[src/rtl/step_dir_generator.sv]
// rtl/step_dir_generator.sv - step/dir pulse transmitter with timing guards and position count
//
// Turns accepted move commands into step/dir waveforms for a microstepper
// input. Guarantees dir setup before each step rise, a fixed step high
// time and a minimum step low time, and keeps a signed position count.
//
// Ports:
//   clk          system clock
//   reset        asynchronous active-high reset
//   move_valid   command valid
//   move_ready   command accepted when move_valid && move_ready (IDLE only)
//   move_dir     1 = forward (+1), 0 = reverse (-1)
//   move_steps   number of steps to issue
//   move_period  cycles between successive step rising edges
//   abort        stop current move at the next safe point
//   step         step output, active high
//   dir          direction output
//   busy         move in progress
//   done         one-cycle pulse at move end
//   aborted      qualifies done: move ended by abort (held until next accept)
//   position     signed two's complement count of issued steps

module step_dir_generator #(
    parameter int PULSE_WIDTH = 4,
    parameter int DIR_SETUP   = 4,
    parameter int CNT_W       = 16,
    parameter int POS_W       = 32
) (
    input  logic             clk,
    input  logic             reset,
    input  logic             move_valid,
    output logic             move_ready,
    input  logic             move_dir,
    input  logic [CNT_W-1:0] move_steps,
    input  logic [CNT_W-1:0] move_period,
    input  logic             abort,
    output logic             step,
    output logic             dir,
    output logic             busy,
    output logic             done,
    output logic             aborted,
    output logic [POS_W-1:0] position
);

    typedef enum logic [1:0] {
        IDLE  = 2'd0,
        SETUP = 2'd1,
        HIGH  = 2'd2,
        LOW   = 2'd3
    } state_t;

    // Timers are one bit wider than the period field so period = 2^CNT_W-1
    // never overflows during the low-time arithmetic.
    localparam logic [CNT_W:0]   PW_T     = (CNT_W+1)'(PULSE_WIDTH);
    localparam logic [CNT_W:0]   TWO_PW_T = (CNT_W+1)'(2 * PULSE_WIDTH);
    localparam logic [CNT_W:0]   DS_T     = (CNT_W+1)'(DIR_SETUP);
    localparam logic [CNT_W:0]   ONE_T    = {{CNT_W{1'b0}}, 1'b1};
    localparam logic [CNT_W-1:0] ONE_C    = {{(CNT_W-1){1'b0}}, 1'b1};
    localparam logic [POS_W-1:0] ONE_P    = {{(POS_W-1){1'b0}}, 1'b1};

    state_t           state, state_nxt;
    logic [CNT_W:0]   timer, timer_nxt;
    logic [CNT_W-1:0] remaining, remaining_nxt;
    logic [CNT_W-1:0] period_q, period_nxt;
    logic             abort_pending, abort_pending_nxt;
    logic             step_nxt, dir_nxt, busy_nxt, done_nxt, aborted_nxt;
    logic             move_ready_nxt;
    logic [POS_W-1:0] position_nxt;
    logic             start_pulse;
    logic [CNT_W:0]   period_ext;
    logic [CNT_W:0]   low_time;

    // Low time L = max(period - PULSE_WIDTH, PULSE_WIDTH); the subtraction
    // only happens when period >= 2*PULSE_WIDTH so it cannot underflow.
    always_comb begin
        period_ext = {1'b0, period_q};
        low_time   = (period_ext >= TWO_PW_T) ? (period_ext - PW_T) : PW_T;
    end

    always_ff @(posedge clk or posedge reset) begin
        if (reset) begin
            state         <= IDLE;
            timer         <= '0;
            remaining     <= '0;
            period_q      <= '0;
            abort_pending <= 1'b0;
            step          <= 1'b0;
            dir           <= 1'b0;
            busy          <= 1'b0;
            done          <= 1'b0;
            aborted       <= 1'b0;
            position      <= '0;
            move_ready    <= 1'b1;
        end else begin
            state         <= state_nxt;
            timer         <= timer_nxt;
            remaining     <= remaining_nxt;
            period_q      <= period_nxt;
            abort_pending <= abort_pending_nxt;
            step          <= step_nxt;
            dir           <= dir_nxt;
            busy          <= busy_nxt;
            done          <= done_nxt;
            aborted       <= aborted_nxt;
            position      <= position_nxt;
            move_ready    <= move_ready_nxt;
        end
    end

    always_comb begin
        state_nxt         = state;
        timer_nxt         = timer;
        remaining_nxt     = remaining;
        period_nxt        = period_q;
        abort_pending_nxt = abort_pending;
        step_nxt          = step;
        dir_nxt           = dir;
        done_nxt          = 1'b0;
        aborted_nxt       = aborted;
        position_nxt      = position;
        start_pulse       = 1'b0;

        case (state)
            IDLE: begin
                step_nxt          = 1'b0;
                abort_pending_nxt = 1'b0;
                // abort is ignored here; a concurrent command is still taken
                if (move_valid && move_ready) begin
                    aborted_nxt   = 1'b0;
                    period_nxt    = move_period;
                    remaining_nxt = move_steps;
                    if (move_steps == '0) begin
                        done_nxt = 1'b1;
                    end else if (move_dir != dir) begin
                        dir_nxt   = move_dir;
                        state_nxt = SETUP;
                        timer_nxt = DS_T;
                    end else begin
                        state_nxt   = HIGH;
                        start_pulse = 1'b1;
                    end
                end
            end

            SETUP: begin
                if (abort) begin
                    state_nxt   = IDLE;
                    done_nxt    = 1'b1;
                    aborted_nxt = 1'b1;
                end else if (timer <= ONE_T) begin
                    state_nxt   = HIGH;
                    start_pulse = 1'b1;
                end else begin
                    timer_nxt = timer - ONE_T;
                end
            end

            HIGH: begin
                // Never cut a pulse short: remember the abort and shorten
                // only the following low phase to the minimum.
                if (abort) begin
                    abort_pending_nxt = 1'b1;
                end
                if (timer <= ONE_T) begin
                    state_nxt = LOW;
                    step_nxt  = 1'b0;
                    timer_nxt = (abort || abort_pending) ? PW_T : low_time;
                end else begin
                    timer_nxt = timer - ONE_T;
                end
            end

            LOW: begin
                if (abort && !abort_pending) begin
                    state_nxt   = IDLE;
                    done_nxt    = 1'b1;
                    aborted_nxt = 1'b1;
                end else if (timer <= ONE_T) begin
                    if (abort_pending) begin
                        state_nxt   = IDLE;
                        done_nxt    = 1'b1;
                        aborted_nxt = 1'b1;
                    end else if (remaining == '0) begin
                        state_nxt = IDLE;
                        done_nxt  = 1'b1;
                    end else begin
                        state_nxt   = HIGH;
                        start_pulse = 1'b1;
                    end
                end else begin
                    timer_nxt = timer - ONE_T;
                end
            end

            default: begin
                state_nxt = IDLE;
                step_nxt  = 1'b0;
            end
        endcase

        // Common rising-edge bookkeeping: position moves with the step rise.
        if (start_pulse) begin
            step_nxt      = 1'b1;
            timer_nxt     = PW_T;
            remaining_nxt = remaining_nxt - ONE_C;
            position_nxt  = dir_nxt ? (position + ONE_P) : (position - ONE_P);
        end

        busy_nxt       = (state_nxt != IDLE);
        move_ready_nxt = (state_nxt == IDLE) && !done_nxt;
    end

endmodule

[config.mk]
export PLATFORM = sky130hd
export DESIGN_NAME = step_dir_generator
export DESIGN_NICKNAME = d
export VERILOG_FILES = /design/src/rtl/step_dir_generator.sv
export SDC_FILE = /design/constraint.sdc
export NUM_CORES = 1
export LEC_CHECK = 0
export CORE_MARGIN = 10
export CORE_UTILIZATION = 55
export CTS_BUF_LIST = sky130_fd_sc_hd__clkbuf_8
export CTS_CLUSTER_DIAMETER = 100
export CTS_CLUSTER_SIZE = 12
export DETAILED_ROUTE_END_ITERATION = 10
export MAX_ROUTING_LAYER = met4
export PLACE_DENSITY = 0.79
export SYNTH_ARGS = -nofsm -noshare
export SYNTH_HDL_FRONTEND = slang
export SYNTH_SLANG_ARGS = --single-unit
export TNS_END_PERCENT = 10
[constraint.sdc]
create_clock -name clk -period 7.3 [get_ports clk]
set_input_delay 1.46 -clock clk [delete_from_list [all_inputs] [get_ports clk]]
set_output_delay 1.46 -clock clk [all_outputs]
set_load 0.02 [all_outputs]
==> results of run 1 <==
[metrics by stage]
step / hold WS (ns) / worst slack [ns]
after global routing: 0.511 / 0.954
after floorplan: 0.457 / 1.20
after CTS: 0.505 / 1.41
after global placement: 0.471 / 1.21
final: 0.505 / 1.33
after detailed placement: 0.490 / 1.02
[flip-flops by register name, indices dropped and copies added, names as in the netlist]
| register | cells |
|---|---|
| step | 1 |
| timer | 17 |
| done | 1 |
| aborted | 1 |
| position | 32 |
| move_ready | 1 |
| dir | 1 |
| period_q | 16 |
| abort_pending | 1 |
| remaining | 16 |
| state | 2 |
| busy | 1 |
[where the power goes]
part,internal [mW],total [mW],switching (mW)
combinational,1.18,2.83,1.64
sequential,0.732,0.986,0.254
clock,0.192,0.386,0.194
total,2.11,4.20,2.09
[logic make-up (layout without fill, tap and decap cells)]
family | after synthesis | after routing | synth area share [%]
xor gates and xnor gates | 59 | 59 | 8.29
muxes | 20 | 20 | 3.21
DFF | 90 | 90 | 36.1
and+or+nand+nor | 268 | 268 | 20.8
buffers and inverters | 52 | 119 | 3.69
AOI/OAI and AO/OA | 199 | 199 | 20.5
adders and majority gates | 36 | 36 | 7.34
[metal layers]
| metal | vias up | global-route usage (%) | wire, um |
|---|---|---|---|
| met5 | - | - | 0 |
| met4 | 0 | 7.70 | 337 |
| met3 | 28 | 2.87 | 753 |
| met2 | 173 | 34.3 | 7900 |
| met1 | 2706 | 25.3 | 7260 |
| li1 | 2729 | - | - |
[final cells by class]
class                   count  area [um2]
inverters                  23        87.6
repair buffers             80         786
well taps                 140         175
flip-flops and latches     90        2250
clock inverters             7        93.8
clock buffers               9         124
fillers                   909        3690
multi-input cells         582        3780
[cells in the final DEF, fill, tap and decap left out, drive strengths merged, types with 4 or more instances in the layout]
cell type | netlist | routed
o22ai | 8 | 8
nor2 | 52 | 52
nand4b | 4 | 4
clkbuf | 18 | 9
xor2 | 23 | 23
o211ai | 7 | 7
clkinv | 0 | 4
and2 | 4 | 4
a31oi | 5 | 5
xnor2 | 36 | 36
and3 | 6 | 6
inv | 23 | 22
clkdlybuf4s50 | 0 | 74
a211oi | 6 | 6
a21o | 11 | 11
o21a | 11 | 11
ha | 35 | 35
buf | 11 | 6
o21bai | 6 | 6
o21ai | 45 | 45
nand2 | 110 | 110
nor4 | 13 | 13
or2 | 5 | 5
o31ai | 10 | 10
nand3b | 4 | 4
nand2b | 5 | 5
dfrtp | 89 | 89
a21oi | 56 | 56
a22o | 13 | 13
or3 | 8 | 8
nand3 | 19 | 19
mux2i | 20 | 20
nor3 | 25 | 25
[final timing paths]
| path | from | depth (start not counted) | to |
|---|---|---|---|
| min in group asynchronous | reset | 2 | remaining[13] |
| worst max register to register | state[0] | 12 | position[29] |
| worst max-delay path | move_steps[5] | 14 | position[29] |
| max in group asynchronous | reset | 3 | period_q[15] |
| worst min-delay path | position[31] | 1 | position[31] |
| worst min register to register | position[31] | 1 | position[31] |
[worst reg2reg max path: stages (launching register included)]
cell      delay (ns)
dfrtp_1         0.66
nor3_4          0.09
o21ai_0         0.26
mux2i_4         0.73
ha_1            0.42
a21oi_1         0.25
o21ai_0         0.22
a211o_1         0.34
a211oi_2        0.35
nor4_1          0.15
o21ai_0         0.27
a211oi_1        0.07
o32a_1          0.35
==> results.tsv, run 1 <==
metric	value	unit
outcome	finished clean	
required	7.58	ns
grt_first_pass_wirelength	27400	um
ys_seq_elements	90	
row_count	38	
grt.overflow.total	0	
skew	0.0153	ns
synth_cells	724	
die-area	16000	um2
cts_hold_buf	0	
synth_common_cells	110 x nand2_1, 89 x dfrtp_1, 55 x a21oi_1, 51 x nor2_1, 42 x o21ai_0	
cp_slowest_cell	mux2i_4	
path_delay_family	compound AO/OA/AOI/OAI gates	
p_total	4.20	mW
avgViaCountPerCell	6.05	
dp_hpwl	11900	um
port_buffers	74	
crit_fanout	19	
ir_drop	354	uV
post_cts_buffers	0	
numCtsBuffers	9	
drive_above_1_share	4.93	%
ctsLongestPathBuffers	2	
firstDrtPassIters	5	
wl_per_cell	17.5	um
synth_area	6230	um2
synth.top_cell.area_share	35.7	%
finalCritPeriodShare	81.8	%
yosysUniqueCellTypes	70	
antenna_found_initial	0	
post_dp_cell_area	7080	um2
crit_type	input port to flop	
htree_levels	3	
rsz0062_at_grt	no	
maxCapViolations	0	
clk_latency	0.39	ns
ctsResizeCount	0	
dpl.cell_count	915	
synth_most_common_cell	nand2_1	
fp.dieH	126	um
critPathArrivalTime	6.25	ns
diodes	0	
drtAntennaViolNets	0	
crit_chain	clkdlybuf4s50_1 > nor4_1 > nand3_1 > o21ai_0 > mux2i_4 > ha_1 > a21oi_1 > o21ai_0 > a211o_1 > a211oi_2 > nor4_1 > o21ai_0 > a211oi_1 > o32a_1	
drt_wl_total	16300	um
grt_usage	20.8	%
cts_sinks	90	
worst_slew_margin_rel	25.3	%
first_global_vias	5616	
setup_viol	0	
start_kind	input port	
synthTopCellsByArea	dfrtp_1 36%, ha_1 7.0%, nand2_1 6.6%	
path_common_cell	o21ai_0	
stdcell_area	7300	um2
rrSetupSlack	3.04	ns
timing_worst_slew_pin_value	1.12	ns
powerDensity	575	nW/um2
finalNonFillerCells	931	
die_x	126	um
synth_area_per_cell	8.61	um2
period_needed	5.97	ns
nets	859	
async_flop_share	100	%
endpoint_kind	flop	
critPathBufInv	1	
root_buffer	clkbuf_8	
slowest_delay	0.73	ns
initial_core_util	56.8	%
gp_congestion	0.912	
synth_warnings	0	
hp-class	flop to flop	
grt_max_degree	53	
drt_first_iter_violations	475	
fin_tns_setup	0	ns
p_leak	3.07	nW
ys.flop_type	dfrtp_1	
clkSlewWorstSetupHoldPaths	0.10	ns
fin_util	66.4	%
num_vias	5636	
ys_seq_area_share	36.1	%
drc	0	
ios	75	
maxSlewViolCount	0	
timing.fmax	168	MHz
synth_fp_nets	797	
core	11000	um2
tritoncts	yes	
area_delta_synth_final	17.0	%
final-hold-violation-count	0	
synth_edf_count	0	
yosys.area.top_type	dfrtp_1	
Note: power is estimated with default switching activity, not from simulation.
==> run 2: changes to the inputs <==
==> constraint.sdc (replaced) <==
create_clock -name clk -period 5.92 [get_ports clk]
set_input_delay 1.184 -clock clk [delete_from_list [all_inputs] [get_ports clk]]
set_output_delay 1.184 -clock clk [all_outputs]
set_load 0.02 [all_outputs]
==> results.tsv, run 2 (synthesis results as in run 1) <==
metric	value	unit
outcome	finished clean	
nets	862	
grt_usage	20.5	%
avgViaCountPerCell	6.04	
post_cts_buffers	0	
dp_hpwl	11900	um
clk_latency	0.38	ns
critPathArrivalTime	5.56	ns
rr_startpoint	state[0]	
slowest_delay	0.46	ns
setup_viol	0	
drtAntennaViolNets	0	
num_vias	5646	
wl_per_cell	17.5	um
cts_hold_buf	0	
timing.fmax	189	MHz
numCtsBuffers	9	
largest_register_ff_count	32	
ios	75	
drt_first_iter_violations	622	
post_dp_cell_area	7100	um2
area_delta_synth_final	16.8	%
final-hold-violation-count	0	
p_leak	3.07	nW
ctsLongestPathBuffers	2	
endpoint_kind	flop	
clkSlewWorstSetupHoldPaths	0.11	ns
rsz0062_at_grt	no	
crit_type	input port to flop	
drc	0	
port_buffers	74	
min-delay-start	position[31]	
firstDrtPassIters	5	
place_ws	0.359	ns
startpoint	move_steps[5]	
drive_above_1_share	5.29	%
ir_drop	487	uV
ctsResizeCount	0	
die_x	126	um
cp-endpoint	position[29]	
die-area	16000	um2
stdcell_area	7280	um2
crit_chain	clkdlybuf4s50_1 > nor4_1 > nand3_1 > o21ai_0 > buf_4 > mux2i_4 > buf_4 > ha_1 > a21oi_1 > nor2b_1 > a211o_1 > a211oi_2 > nor4_1 > o21ai_0 > a211oi_1 > o32a_1	
fin_ws	0.630	ns
crit_fanout	17	
gp_congestion	0.962	
antenna_found_initial	0	
fin_tns_setup	0	ns
grt_max_degree	63	
maxSlewViolCount	0	
required	6.19	ns
r2r_end	position[29]	
period_needed	5.29	ns
htree_levels	3	
start_kind	input port	
maxCapViolations	0	
timing_worst_slew_pin_value	0.875	ns
worst_slew_margin_rel	41.7	%
final_cell_mix	110 x nand2_1, 89 x dfrtp_1, 74 x clkdlybuf4s50_1	
cp_slowest_cell	clkdlybuf4s50_1	
diodes	0	
regMostFlops	position	
largestRegisters	position x32, timer x17	
root_buffer	clkbuf_8	
initial_core_util	56.8	%
row_count	38	
r2r_cells	14	
layout_commonest_cell	nand2_1	
hp-class	flop to flop	
grt_first_pass_wirelength	27100	um
core	11000	um2
powerDensity	705	nW/um2
fp.dieH	126	um
rrSetupSlack	1.87	ns
skew	0.0147	ns
finalCritPeriodShare	89.4	%
drt_wl_total	16300	um
tritoncts	yes	
grt.overflow.total	0	
first_global_vias	5589	
cts_sinks	90	
[run 2: cell types whose count changed in the layout (fill, tap and decap cells not counted)]
cell,previous run,this run
clkinvlp_4,2,1
buf_4,6,9
bufinv_16,2,0
clkinv_2,3,2
inv_6,0,3
inv_8,0,1
[run 2: through the flow]
| step | power [mW] | utilization (%) | cells | hold slack, ns |
|---|---|---|---|---|
| after detailed placement | 4.66 | 64.7 | 918 | 0.473 |
| final | 5.14 | 66.3 | 934 | 0.489 |
| after CTS | 5.11 | 66.3 | 934 | 0.498 |
| after global placement | 4.55 | 64.7 | 918 | 0.466 |
| after global routing | 5.58 | 66.3 | 934 | 0.509 |
| after floorplan | 3.71 | - | 724 | 0.457 |
[run 2: worst min path at each step]
stage / end / slack, ns / cells past startpoint
CTS: position[31] / 0.50 / 1
global placement: position[31] / 0.47 / 1
detailed placement: step / 0.47 / 2
floorplan: timer[11] / 0.46 / 1
global route: position[31] / 0.51 / 1
finish: position[31] / 0.49 / 1
[run 2: power breakdown]
| part | internal [mW] | switching (mW) |
|---|---|---|
| Combinational | 1.47 | 2.03 |
| Clock | 0.160 | 0.258 |
| Sequential | 0.902 | 0.311 |
[run 2: routing by layer]
layer	routed length [um]	share of wire, %	global-route usage (%)
met1	7160	44	24.9
met2	8080	50	33.7
met3	768	4.7	3.92
met4	303	1.9	6.30
met5	0	0	-
[run 2: critical path: cells and delay by family]
kind	cells	cell delay (ns)
buf+inv	3	0.94
compound gates	7	1.91
mux	1	0.31
simple gates	4	0.85
fa+ha+maj	1	0.33
[run 2: layout make-up]
type / count / area (um2)
tap: 140 / 175
inverter: 23 / 87.6
clock buffer: 9 / 124
fill: 894 / 3700
timing repair buffer: 83 / 808
multi-input combinational: 582 / 3780
clock inverter: 7 / 58.8
sequential: 90 / 2250
